**config.mk**
```make
export PLATFORM = sky130hd
export DESIGN_NAME = deserializer_stream
export DESIGN_NICKNAME = d
export VERILOG_FILES = /design/src/rtl/deserializer_pkg.sv /design/src/rtl/deser_out_reg.sv /design/src/rtl/deserializer_stream.sv
export SDC_FILE = /design/constraint.sdc
export NUM_CORES = 1
export LEC_CHECK = 0
export ABC_AREA = 0
export BUFFER_PORTS_ARGS = -buffer_cell sky130_fd_sc_hd__clkbuf_2
export CORE_ASPECT_RATIO = 2
export CORE_MARGIN = 8
export CORE_UTILIZATION = 61
export DETAILED_ROUTE_END_ITERATION = 6
export GPL_TIMING_DRIVEN = 0
export PLACE_DENSITY = 0.85
export SETUP_SLACK_MARGIN = 0.3
export SYNTH_ARGS = -nofsm -noshare
export SYNTH_HDL_FRONTEND = slang
export SYNTH_SLANG_ARGS = --single-unit
```
**constraint.sdc**
```tcl
create_clock -name clk -period 7.3 [get_ports clk]
set_input_delay 1.46 -clock clk [delete_from_list [all_inputs] [get_ports clk]]
set_output_delay 1.46 -clock clk [all_outputs]
set_load 0.02 [all_outputs]
```
**src/rtl/deserializer_pkg.sv**
```systemverilog
// Shared types and helpers for the streaming deserializer: accumulator state
// encoding, frame-length clamping and beat-to-word placement.
package deserializer_pkg;

  typedef enum logic [1:0] {
    ACC_EMPTY,
    ACC_FILLING,
    ACC_FULL
  } acc_state_e;

  // A length of zero or anything beyond the frame capacity means "full frame".
  function automatic int clamp_len(input int len, input int max_len);
    if (len <= 0 || len > max_len) begin
      return max_len;
    end
    return len;
  endfunction

  // Beat k of a frame lands in word k (little-endian) or mirrored from the top.
  function automatic int word_slot(input int k, input int num_words, input int le);
    return (le != 0) ? k : (num_words - 1 - k);
  endfunction

endpackage

```
**src/rtl/deser_out_reg.sv**
```systemverilog
// One-entry valid/ready holding register for assembled frames. A load always
// wins; otherwise the entry empties when the consumer takes it. free tells the
// producer it may load this cycle (empty now, or being drained right now).
module deser_out_reg #(
  parameter int DATA_W = 32,
  parameter int KEEP_W = 4
) (
  input  logic              clk,
  input  logic              i_reset,
  input  logic              load,
  input  logic [DATA_W-1:0] load_data,
  input  logic [KEEP_W-1:0] load_keep,
  input  logic              ready,
  output logic              valid,
  output logic [DATA_W-1:0] data,
  output logic [KEEP_W-1:0] keep,
  output logic              free
);

  logic              valid_reg;
  logic [DATA_W-1:0] data_reg;
  logic [KEEP_W-1:0] keep_reg;

  assign free  = !valid_reg || ready;
  assign valid = valid_reg;
  assign data  = data_reg;
  assign keep  = keep_reg;

  // Hold the frame stable until it is taken; data stays put after a drain.
  always_ff @(posedge clk) begin
    if (i_reset) begin
      valid_reg <= 1'b0;
      data_reg  <= '0;
      keep_reg  <= '0;
    end else if (load) begin
      valid_reg <= 1'b1;
      data_reg  <= load_data;
      keep_reg  <= load_keep;
    end else if (ready) begin
      valid_reg <= 1'b0;
    end
  end

endmodule

```
**src/rtl/deserializer_stream.sv**
```systemverilog
// Streaming deserializer: packs WIDTH-bit beats into frames of up to NUM_WORDS
// words with a runtime length, early close (last/flush) and a keep mask. The
// accumulator can hold one closed frame while the output register holds
// another, so o_ready only depends on registered accumulator state.
module deserializer_stream
  import deserializer_pkg::*;
#(
  parameter int WIDTH         = 8,
  parameter int NUM_WORDS     = 4,
  parameter int LITTLE_ENDIAN = 1
) (
  input  logic                           clk,
  input  logic                           i_reset,
  input  logic [WIDTH-1:0]               i_data,
  input  logic                           i_valid,
  output logic                           o_ready,
  input  logic                           i_last,
  input  logic                           i_flush,
  input  logic [$clog2(NUM_WORDS+1)-1:0] i_num_words,
  output logic [NUM_WORDS*WIDTH-1:0]     o_data,
  output logic [NUM_WORDS-1:0]           o_keep,
  output logic                           o_valid,
  input  logic                           i_ready,
  output logic                           o_busy
);

  localparam int LW = $clog2(NUM_WORDS + 1);
  localparam int FW = NUM_WORDS * WIDTH;

  acc_state_e           state_reg, state_next;
  logic [FW-1:0]        acc_data_reg, acc_data_next;
  logic [NUM_WORDS-1:0] acc_keep_reg, acc_keep_next;
  logic [LW-1:0]        count_reg, count_next;
  logic [LW-1:0]        len_reg, len_next;

  logic                 accept;
  logic [LW-1:0]        eff_len;
  logic                 last_beat;
  logic                 close;
  logic [NUM_WORDS-1:0] word_hit;
  logic [FW-1:0]        merged_data;
  logic [NUM_WORDS-1:0] merged_keep;

  logic                 out_free;
  logic                 out_load;
  logic [FW-1:0]        out_load_data;
  logic [NUM_WORDS-1:0] out_load_keep;

  assign o_ready = (state_reg != ACC_FULL) && !i_reset;
  assign accept  = i_valid && o_ready;

  // Length is taken from the input only on a frame's first beat.
  assign eff_len   = (state_reg == ACC_EMPTY)
                     ? LW'(clamp_len(int'(i_num_words), NUM_WORDS))
                     : len_reg;
  assign last_beat = (count_reg == eff_len - LW'(1));

  // A flush alone only closes a frame that already has beats in it.
  assign close = (accept && (last_beat || i_last)) ||
                 (i_flush && (accept || state_reg == ACC_FILLING));

  // Merge the incoming beat into its word slot; other words keep their value.
  generate
    for (genvar gi = 0; gi < NUM_WORDS; gi++) begin : g_word
      assign word_hit[gi] = accept &&
                            (word_slot(int'(count_reg), NUM_WORDS, LITTLE_ENDIAN) == gi);
      assign merged_data[gi*WIDTH +: WIDTH] = word_hit[gi] ? i_data
                                            : acc_data_reg[gi*WIDTH +: WIDTH];
      assign merged_keep[gi] = word_hit[gi] || acc_keep_reg[gi];
    end
  endgenerate

  // Accumulator next-state: fill, close, and hand frames to the output register.
  always_comb begin
    state_next    = state_reg;
    acc_data_next = acc_data_reg;
    acc_keep_next = acc_keep_reg;
    count_next    = count_reg;
    len_next      = len_reg;
    out_load      = 1'b0;
    out_load_data = merged_data;
    out_load_keep = merged_keep;

    case (state_reg)
      ACC_EMPTY, ACC_FILLING: begin
        if (accept) begin
          acc_data_next = merged_data;
          acc_keep_next = merged_keep;
          count_next    = count_reg + LW'(1);
          len_next      = eff_len;
          state_next    = ACC_FILLING;
        end
        if (close) begin
          count_next = '0;
          if (out_free) begin
            out_load      = 1'b1;
            acc_data_next = '0;
            acc_keep_next = '0;
            state_next    = ACC_EMPTY;
          end else begin
            acc_data_next = merged_data;
            acc_keep_next = merged_keep;
            state_next    = ACC_FULL;
          end
        end
      end
      ACC_FULL: begin
        if (out_free) begin
          out_load      = 1'b1;
          out_load_data = acc_data_reg;
          out_load_keep = acc_keep_reg;
          acc_data_next = '0;
          acc_keep_next = '0;
          state_next    = ACC_EMPTY;
        end
      end
      default: begin
        state_next = ACC_EMPTY;
      end
    endcase
  end

  // Accumulator state register; reset discards any partial or held frame.
  always_ff @(posedge clk) begin
    if (i_reset) begin
      state_reg    <= ACC_EMPTY;
      acc_data_reg <= '0;
      acc_keep_reg <= '0;
      count_reg    <= '0;
      len_reg      <= '0;
    end else begin
      state_reg    <= state_next;
      acc_data_reg <= acc_data_next;
      acc_keep_reg <= acc_keep_next;
      count_reg    <= count_next;
      len_reg      <= len_next;
    end
  end

  deser_out_reg #(
    .DATA_W(FW),
    .KEEP_W(NUM_WORDS)
  ) u_out_reg (
    .clk      (clk),
    .i_reset  (i_reset),
    .load     (out_load),
    .load_data(out_load_data),
    .load_keep(out_load_keep),
    .ready    (i_ready),
    .valid    (o_valid),
    .data     (o_data),
    .keep     (o_keep),
    .free     (out_free)
  );

  assign o_busy = (state_reg != ACC_EMPTY) || o_valid;

endmodule

```
Word level (Yosys, flattened, before mapping)
Index checks and enable logic that the tools add are counted.
{"block": "totals", "regBits": 81, "input_bits": 17, "output_inout_bits": 39, "word_cells": 86}
{"block": "op_classes", "addsub": 2, "n_lt_le_gt_ge": 2, "eq_ne": 9, "muxes": 34, "reduce_logical": 31}
{"cell": "$mux W32", "n": 6}
{"cell": "$pmux W32 S2", "n": 1}
{"cell": "$mux W8", "n": 4}
{"cell": "$mux W4", "n": 6}
{"cell": "$mux W3", "n": 5}
{"cell": "$logic_or A1 B1 Y1", "n": 10}
{"cell": "$logic_and A1 B1 Y1", "n": 8}
{"cell": "$mux W2", "n": 4}
{"cell": "$pmux W4 S2", "n": 1}
{"cell": "$reduce_bool A2 Y1", "n": 4}
{"cell": "$eq A3 B3 Y1 const B", "n": 2}
{"cell": "$reduce_and A2 Y1", "n": 3}
{"cell": "$mux W1", "n": 5}
{"cell": "$ne A2 B2 Y1 const B", "n": 2}
{"cell": "$pmux W2 S2", "n": 1}
{"cell": "$add A3 B1 Y3 const B", "n": 1}
{"cell": "$eq A3 B2 Y1 const B", "n": 1}
{"cell": "$eq A3 B3 Y1", "n": 1}
{"cell": "$gt A3 B3 Y1 const B", "n": 1}
{"cell": "$le A3 B1 Y1 const B", "n": 1}
{"cell": "$logic_not A3 Y1", "n": 1}
{"cell": "$ne A3 B3 Y1 const B", "n": 1}
{"cell": "$reduce_and A3 Y1", "n": 1}
{"cell": "$sub A3 B1 Y3 const B", "n": 1}
{"cell": "other kinds (6)", "n": 7}

Longest topological paths before layout
Gate-level depths: netlist of run 1.
{"block": "logic_depth", "word_depth": 13, "ltp_mapped": 12, "ltp_nobuf": 10}

Hierarchy
From an unflattened synthesis of run 1, not the netlist that was laid out.
{"block": "hier_totals", "cells_unflattened": 413, "area_unflattened_um2": 3722.3}
{"module": "deserializer_stream", "n_inst": 1, "cells_each": 293, "area_per_inst_um2": 2381.0, "seq_area_each_um2": 880.8}
{"module": "deser_out_reg", "n_inst": 1, "cells_each": 120, "area_per_inst_um2": 1341.3, "seq_area_each_um2": 740.7}

Least setup slack after synthesis of run 1
Ideal clock, no wire load.
{"block": "synth_timing", "path_type": "input port to flip-flop", "startpoint": "in i_num_words[0]", "endpoint": "reg u_out_reg.data_reg[30], in the netlist u_out_reg.data[30]", "setup_time_ps": 121, "arrival_ps": 4323, "required_ps": 7179, "path_slack_ps": 2856, "path_stages": 12, "path_buffers": 2, "path_cell_list": "or2_2 -> ha_1 -> or4b_4 -> and2_1 -> ha_1 -> xor2_1 -> and4_1 -> o211ai_2 -> a21o_1 -> buf_6 -> buf_6 -> mux2_4"}
{"block": "synth_between", "elab_chain_cells": 12, "elab_cells_between_ends": 14, "classes_between": "add/sub: 1; order compare: 2; eq/ne: 1; mux: 6; reduce/logical: 4"}
{"element": "from (decl)", "line_no": "deserializer_stream.sv:19", "text": "input logic [$clog2(NUM_WORDS+1)-1:0] i_num_words,"}
{"element": "$le A3 B1 Y1 / $gt A3 B3 Y1 (equally long branches)", "line_no": "deserializer_pkg.sv:13", "text": "if (len <= 0 || len > max_len) begin"}
{"element": "$logic_or A1 B1 Y1", "line_no": "deserializer_pkg.sv:13"}
{"element": "$mux W1 / $mux W3 (equally long branches)", "line_no": "deserializer_pkg.sv:13"}
{"element": "$mux W3 *", "line_no": "deserializer_pkg.sv:16", "text": "return len;"}
{"element": "$mux W3 *", "line_no": "deserializer_stream.sv:54", "text": "? LW'(clamp_len(int'(i_num_words), NUM_WORDS))"}
{"element": "$sub A3 B1 Y3 *", "line_no": "deserializer_stream.sv:56", "text": "assign last_beat = (count_reg == eff_len - LW'(1));"}
{"element": "$eq A3 B3 Y1 *", "line_no": "deserializer_stream.sv:56"}
{"element": "$logic_or A1 B1 Y1 *", "line_no": "deserializer_stream.sv:59", "text": "assign close = (accept && (last_beat || i_last)) ||"}
{"element": "$logic_and A1 B1 Y1 *", "line_no": "deserializer_stream.sv:59"}
{"element": "$logic_or A1 B1 Y1 *", "line_no": "deserializer_stream.sv:59"}
{"element": "$mux W1 *", "line_no": "deserializer_stream.sv:93", "text": "if (close) begin"}
{"element": "$pmux W1 S2 *", "line_no": "deserializer_stream.sv:84", "text": "case (state_reg)"}
{"element": "to (signal assigned)", "line_no": "deser_out_reg.sv:37", "text": "data_reg <= load_data;"}
{"element": "to (decl)", "line_no": "deser_out_reg.sv:21", "text": "logic [DATA_W-1:0] data_reg;"}
Mark *: on every way between the ends. The rest lies on a longest branch, timed or not.
A chain may end at the register's enable or synchronous reset.

Final worst setup path of run 1
{"block": "layout_timing", "startpoint": "in i_reset", "endpoint": "out o_ready"}
{"block": "layout_between", "elab_chain_cells": 2}
{"element": "from (decl)", "line_no": "deserializer_stream.sv:13", "text": "input logic i_reset,"}
{"element": "$logic_not A1 Y1", "line_no": "deserializer_stream.sv:49", "text": "assign o_ready = (state_reg != ACC_FULL) && !i_reset;"}
{"element": "$logic_and A1 B1 Y1", "line_no": "deserializer_stream.sv:49"}
{"element": "to (decl)", "line_no": "deserializer_stream.sv:16", "text": "output logic o_ready,"}
Every way passes these cells.

==> key figures, run 1 <==
Power
  – P_sw: ~240 µW
  – Sw Share: 24.6%
  – Leakage power: 1.69 nW
  – Worst vdd ir: about 0.20 mV
  – Power Density: 213 mW/mm²
  – Clock Power Share: 43.2%
  – Design Power: slightly below 1 mW
  – Combinational share of power: 10.1%
  – P_int: 728 µW
  – Seq pwr share: 46.7%

Detailed routing
  – 1st-iter DRT viols: ~290
  – TritonRoute pass-1 iters: 5
  – DR DRC count: 0
  – Vias: 3,510
  – Final ANT Viol Nets: 0
  – Via density: 6.07
  – Routed WL: 9940 µm
  – Avg WL per Cell: 17.2 µm

STA
  – Worst Max-Slew Pin Slew: approximately 0.78 ns
  – Unrepaired setup endpoints after global routing: no
  – Relative slew slack: slightly below 50%
  – Max Slew Vio Count: 0
  – Setup ws final: ~2.7 ns
  – Fin crit share: between 60% and 70%
  – Highest Clock Rate: 215 MHz
  – Crit path time final: 4.65 ns
  – Endpoints failing hold: 0
  – Final-report setup violation count: 0
  – TNS Setup: 0 ns
  – Worst Clk Skew: between 0.005 and 0.006 ns

Floorplanning
  – Vert. Die Dim: 129 µm
  – Rows: slightly above 40
  – Die width: 72.3 µm
  – Top Ports: 56
  – Core area: between 0.006 and 0.007 mm²
  – Die area: between 0.009 and 0.01 mm²
  – Starting Density: ~62%

Global routing
  – Pin count of the biggest net entering global routing: 13
  – Vias in the first global route: 3,412
  – Aggregate global routing overflow: 0
  – Initial antenna violation count: 0
  – GRT Total Usage: roughly 22%
  – First-pass GRT wire length: 16,400 µm

Hold path
  – Min-Delay Path Class: reg -> reg

Job
  – Number of max-cap violations: 0

Outcome
  – Status: finished, final reports clean

Layout
  – Commonest non-fill, non-tap cell in the layout: dfxtp_1
  – Area delta synth->final: 17.0%
  – Multi-input logic area: ~0.0019 mm²
  – Share of cells above drive strength 1: 24.4%
  – Fin nets: 511
  – Cell area after layout: approximately 0.0045 mm²
  – Register Area: about 0.0016 mm²
  – Most frequent cells in the layout: dfxtp_1, clkbuf_2, inv_1
  – Fillers: 506
  – Final core occ: between 70 and 80%
  – Ant. Diodes: 0

Clock tree
  – Maximum clock path buffer count: 2
  – PostCTS Resize Cnt: 0
  – Clk_lat worst skew: about 0.34 ns
  – Htree depth: 3
  – CTS tree: built
  – Clock root buffer: clkbuf_16
  – Post-CTS setup repair buffer count: 0
  – CTS Hold Buffers Added: 0
  – Num CTS Buffers: 9
  – CTS sink cnt: 81
  – Worst-path clk slew: 0.06 ns

Setup path
  – Max FO, Critical Path: 10
  – Critical path class: in -> out
  – Worst Setup End Kind: output port
  – Startpoint Class: input pin
  – Arr. time, crit path: approximately 3.2 ns
  – Req. time, crit path: between 5 and 6 ns

Logic synthesis
  – Yosys cell types: 50
  – Ys flop type: dfxtp_1
  – Post-Syn Instances: roughly 420
  – Syn_area_per_cell: 9.19 µm²
  – Post-synth ARST share: 0%
  – Mapped Nets: about 450
  – Register bit count reported by yosys: between 80 and 90
  – Ys Warns: 0
  – Number of enable flip-flop cells after synthesis: 0
  – Sequential area share after synthesis: a little over two fifths
  – Synth Cell Area: about 0.0039 mm²

Placement
  – IO buf count: between 50 and 60
  – GP Congestion: approximately 0.94
  – Dpl ws: 2.45 ns
  – Placed Area: about 0.0043 mm²
  – Hpwl dp: approximately 7000 µm
-- per-stage QoR --
step                cells  hold slack, ns
floorplan             421           0.428
global placement      562           0.436
detailed placement    562           0.442
CTS                   578           0.452
global route          578           0.468
finish                578           0.456
-- path summary, 6_finish.rpt --
| kind | cells after the start | slack [ns] | from | end |
|---|---|---|---|---|
| min | 2 | 0.46 | acc_data_reg[28]$_SDFFE_PP0P_ | acc_data_reg[28]$_SDFFE_PP0P_ |
| min reg2reg | 2 | 0.46 | acc_data_reg[28]$_SDFFE_PP0P_ | acc_data_reg[28]$_SDFFE_PP0P_ |
| max | 6 | 2.65 | i_reset | o_ready |
| max reg2reg | 8 | 4.08 | state_reg[0]$_SDFFE_PP0P_ | acc_data_reg[16]$_SDFFE_PP0P_ |
-- area by class of cell --
cell class / count / share of cell area [%]
Buffer: 35 / 3.92
Timing Repair Buffer: 55 / 6.08
Clock inverter: 2 / 0.276
Sequential cell: 81 / 35.8
Clock buffer: 14 / 5.83
Multi-Input combinational cell: 264 / 42.3
Inverter: 41 / 3.40
Tap cell: 86 / 2.38
-- per-layer routing --
layer,up-vias,track usage [%],routed length (µm)
li1,1669,-,-
met5,-,0,0
met4,0,15.2,461
met2,162,34.8,4820
met1,1640,26.1,4000
met3,39,5.77,659
-- logic make-up (layout without fill, tap and decap cells) --
| family | Yosys count | count (layout) | synth area share [%] |
|---|---|---|---|
| AO/OA/AOI/OAI | 124 | 124 | 23.7 |
| buffers and inverters | 76 | 147 | 8.57 |
| AND/OR/NAND/NOR | 89 | 89 | 11.9 |
| adder cells (fa/ha/maj) | 7 | 7 | 2.26 |
| flip-flops | 81 | 81 | 41.9 |
| XOR/XNOR | 3 | 3 | 0.679 |
| multiplexers | 41 | 41 | 11.0 |
-- power by group through the flow --
| stage | clock network, mW | logic, mW | registers (mW) |
|---|---|---|---|
| finish | 0.417 | 0.0978 | 0.450 |
| global route | 0.440 | 0.106 | 0.451 |
| CTS | 0.422 | 0.0964 | 0.450 |
| detailed placement | 0 | 0.0954 | 0.460 |
| global placement | 0 | 0.0944 | 0.459 |
| floorplan | 0 | 0.0618 | 0.462 |
-- critical path, stage by stage --
cell and delay, ns:
clkbuf_2 0.12, clkbuf_1 0.41, clkbuf_1 0.42, clkbuf_1 0.49
nor2_1 0.10, clkbuf_2 0.17
-- cells in the mapped netlist, types with 2 or more instances --
master	instances	area, µm²
dfxtp_1	81	1620
inv_1	40	150
nand2_1	38	143
mux2i_1	33	330
o22ai_1	29	181
a2111oi_0	24	210
a31o_2	23	201
clkbuf_1	18	67.6
a21oi_1	17	85.1
nor2b_1	12	75.1
nand2b_1	11	68.8
buf_2	10	50.1
ha_1	7	87.6
mux2_2	7	78.8
nor2_1	7	26.3
o32ai_1	7	61.3
o21ai_0	6	30.0
nor3_1	4	20.0
a21o_1	3	22.5
a31oi_1	3	18.8
buf_4	3	22.5
buf_6	3	33.8
nor4b_1	3	26.3
a211oi_1	2	15.0
and2_1	2	12.5
nand3_1	2	10.0
or3_1	2	12.5
xor2_1	2	17.5
(Power assumes the default switching activity.)
==> run 2, diff against run 1 <==
--- a/config.mk
+++ b/config.mk
@@ -9,10 +9,10 @@
 export BUFFER_PORTS_ARGS = -buffer_cell sky130_fd_sc_hd__clkbuf_2
 export CORE_ASPECT_RATIO = 2
 export CORE_MARGIN = 8
-export CORE_UTILIZATION = 61
+export CORE_UTILIZATION = 51
 export DETAILED_ROUTE_END_ITERATION = 6
 export GPL_TIMING_DRIVEN = 0
-export PLACE_DENSITY = 0.85
+export PLACE_DENSITY = 0.76
 export SETUP_SLACK_MARGIN = 0.3
 export SYNTH_ARGS = -nofsm -noshare
 export SYNTH_HDL_FRONTEND = slang
==> constraint.sdc (replaced) <==
create_clock -name clk -period 3.8 [get_ports clk]
set_input_delay 0.76 -clock clk [delete_from_list [all_inputs] [get_ports clk]]
set_output_delay 0.76 -clock clk [all_outputs]
set_load 0.02 [all_outputs]
==> key figures, run 2 (synthesized netlist as in run 1, its figures left out) <==
Outcome
  – Status: finished, final reports clean

Global routing
  – Met3 usage: 5.32%
  – GRT Total Usage: 19.1%
  – GR Util met2: 30.8%
  – Initial antenna violation count: 0
  – Aggregate global routing overflow: 0
  – Vias in the first global route: 3,289
  – Pin count of the biggest net entering global routing: 13
  – Grt met1 use: 22.1%
  – First-pass GRT wire length: 16,400 µm
  – Busiest layer in global routing: met2

STA
  – Relative slew slack: 46.9%
  – Max Slew Vio Count: 0
  – Crit path time final: 3.52 ns
  – Final-report setup violation count: 0
  – Unrepaired setup endpoints after global routing: yes
  – Fin crit share: 92.7%
  – Fin Hold WS: between 0.4 and 0.5 ns
  – Endpoints failing hold: 0
  – Worst Max-Slew Pin Slew: about 0.8 ns
  – Worst Clk Skew: 0.00780 ns
  – Setup ws final: 0.277 ns
  – Highest Clock Rate: between 200 and 300 MHz

Setup path
  – Critical path class: in -> reg
  – Slowest cell on crit path: a21oi_1
  – Max FO, Critical Path: 8
  – Req. time, crit path: approximately 4.0 ns
  – Startpoint Class: input pin
  – Worst Setup End Kind: flip-flop
  – Most frequent CP cell: ha_4
  – Worst r2r path cells: 10
  – Reg2reg end: acc_keep_reg[2]$_SDFFE_PP0P_
  – CP top delay family: simple AND/OR/NAND/NOR gates
  – Reg-to-reg slack, setup: about 0.64 ns
  – Largest stage delay on the critical path: around 0.67 ns
  – CP cell instances: clkbuf_2 > or2_4 > ha_4 > or4b_4 > and2_4 > ha_4 > xor2_1 > and4_4 > o211ai_2 > a21oi_1 > o32ai_1
  – Worst Path Buf+Inv: 1
  – Reg-to-Reg Start: state_reg[1]$_SDFFE_PP0P_
  – Arr. time, crit path: roughly 3.7 ns

Placement
  – Dpl ws: -0.144 ns
  – IO buf count: 55
  – Hpwl dp: slightly above 7000 µm
  – GP Congestion: 0.864
  – Number of cells after detailed placement: 570

Clock tree
  – Htree depth: 3
  – Maximum clock path buffer count: 2
  – CTS sink cnt: between 80 and 90
  – CTS tree: built
  – Clock root buffer: clkbuf_16
  – Num CTS Buffers: 9
  – Worst-path clk slew: around 0.060 ns
  – Clk_lat worst skew: around 0.34 ns

Layout
  – Multi-input logic area: 0.00201 mm²
  – Share of cells above drive strength 1: a little over a quarter
  – Area delta synth->final: 21.6%
  – Register Area: 0.00162 mm²
  – Commonest non-fill, non-tap cell in the layout: dfxtp_1
  – Final Non-Filler Cells: about 600
  – Fillers: between 600 and 700
  – Ant. Diodes: 0
  – Fin nets: roughly 520
  – Most frequent cells in the layout: dfxtp_1, clkbuf_2, inv_1

Floorplanning
  – Core area: 0.00749 mm²
  – Rows: 45
  – Die width: 77.6 µm
  – Starting Density: 51.7%
  – Top Ports: 56
  – Die area: 0.0108 mm²
  – Vert. Die Dim: between 100 and 150 µm

Power
  – Power Density: about 410 mW/mm²
  – Design Power: a little under 2 mW
  – Worst vdd ir: ~0.31 mV
  – Leakage power: ~1.7 nW

Hold path
  – Hold Path Cell Cnt: 2
  – Min-Delay Path Class: reg -> reg
  – Hold Startpoint: acc_data_reg[30]$_SDFFE_PP0P_
  – Hold Path Sink: acc_data_reg[30]$_SDFFE_PP0P_

Detailed routing
  – 1st-iter DRT viols: around 350
  – Routed WL: 10,800 µm
  – Via density: between 5 and 6
  – TritonRoute pass-1 iters: 5
  – Vias: 3,511
  – Avg WL per Cell: around 18 µm
  – Final ANT Viol Nets: 0
  – DR DRC count: 0

Job
  – Number of max-cap violations: 0
==> run 2: how the worst max path moves through the flow <==
stage	slack, ns	endpoint	depth (start not counted)	start
after global placement	-0.12	u_out_reg.data[30]$_SDFFE_PP0P_	13	i_num_words[0]
final	0.28	acc_keep_reg[2]$_SDFFE_PP0P_	11	i_num_words[0]
after global routing	0.29	acc_keep_reg[2]$_SDFFE_PP0P_	11	i_num_words[0]
after detailed placement	-0.14	u_out_reg.data[30]$_SDFFE_PP0P_	13	i_num_words[0]
after CTS	0.23	acc_data_reg[17]$_SDFFE_PP0P_	11	i_num_words[0]
after floorplan	0.23	u_out_reg.data[30]$_SDFFE_PP0P_	12	i_num_words[0]
==> run 2: metrics by stage <==
stage	instance area, µm²	utilization [%]	setup TNS (ns)
CTS	4590	61.3	0
global route	4700	62.8	0
detailed placement	4300	57.4	-2.31
floorplan	3910	-	0
finish	4700	62.8	0
global placement	4300	57.4	-1.55
==> run 2: layout make-up <==
cell class / count / area share, %
Multi-Input combinational cell: 265 / 42.7
Sequential cell: 81 / 34.5
Timing Repair Buffer: 61 / 7.02
Clock buffer: 13 / 5.32
Buffer: 35 / 3.88
Inverter: 41 / 3.27
Tap cell: 94 / 2.50
Clock inverter: 3 / 0.851
==> run 2: routing by layer <==
layer / routed length, µm / part of all wire, %
met1: 4420 / 41
met2: 5450 / 50
met3: 652 / 6.0
met4: 310 / 2.9
met5: 0 / 0
==> run 2: timing repair <==
| item | in CTS | in global routing |
|---|---|---|
| cloned | 0 | 2 |
| hold buffers | 0 | 0 |
| buffers inserted | 0 | 5 |
| resized for setup | 2 | 12 |
| endpoints found under the setup margin | 14 | 57 |
| pin swaps | 1 | 3 |
==> run 2: power breakdown <==
part           total [mW]  leakage [nW]  internal (mW)  switching (mW)
registers           0.865         0.654          0.858         0.00620
logic               0.224         0.953         0.0794           0.144
clock network       0.856         0.144          0.525           0.331
total                1.94          1.75           1.46           0.482
==> run 2: tightest hold or removal path, delay by kind of cell (launching register included) <==
family                 cells  cell delay [ns]
AO/OA/AOI/OAI              1             0.05
buffers and inverters      1             0.05
flip-flops                 1             0.30
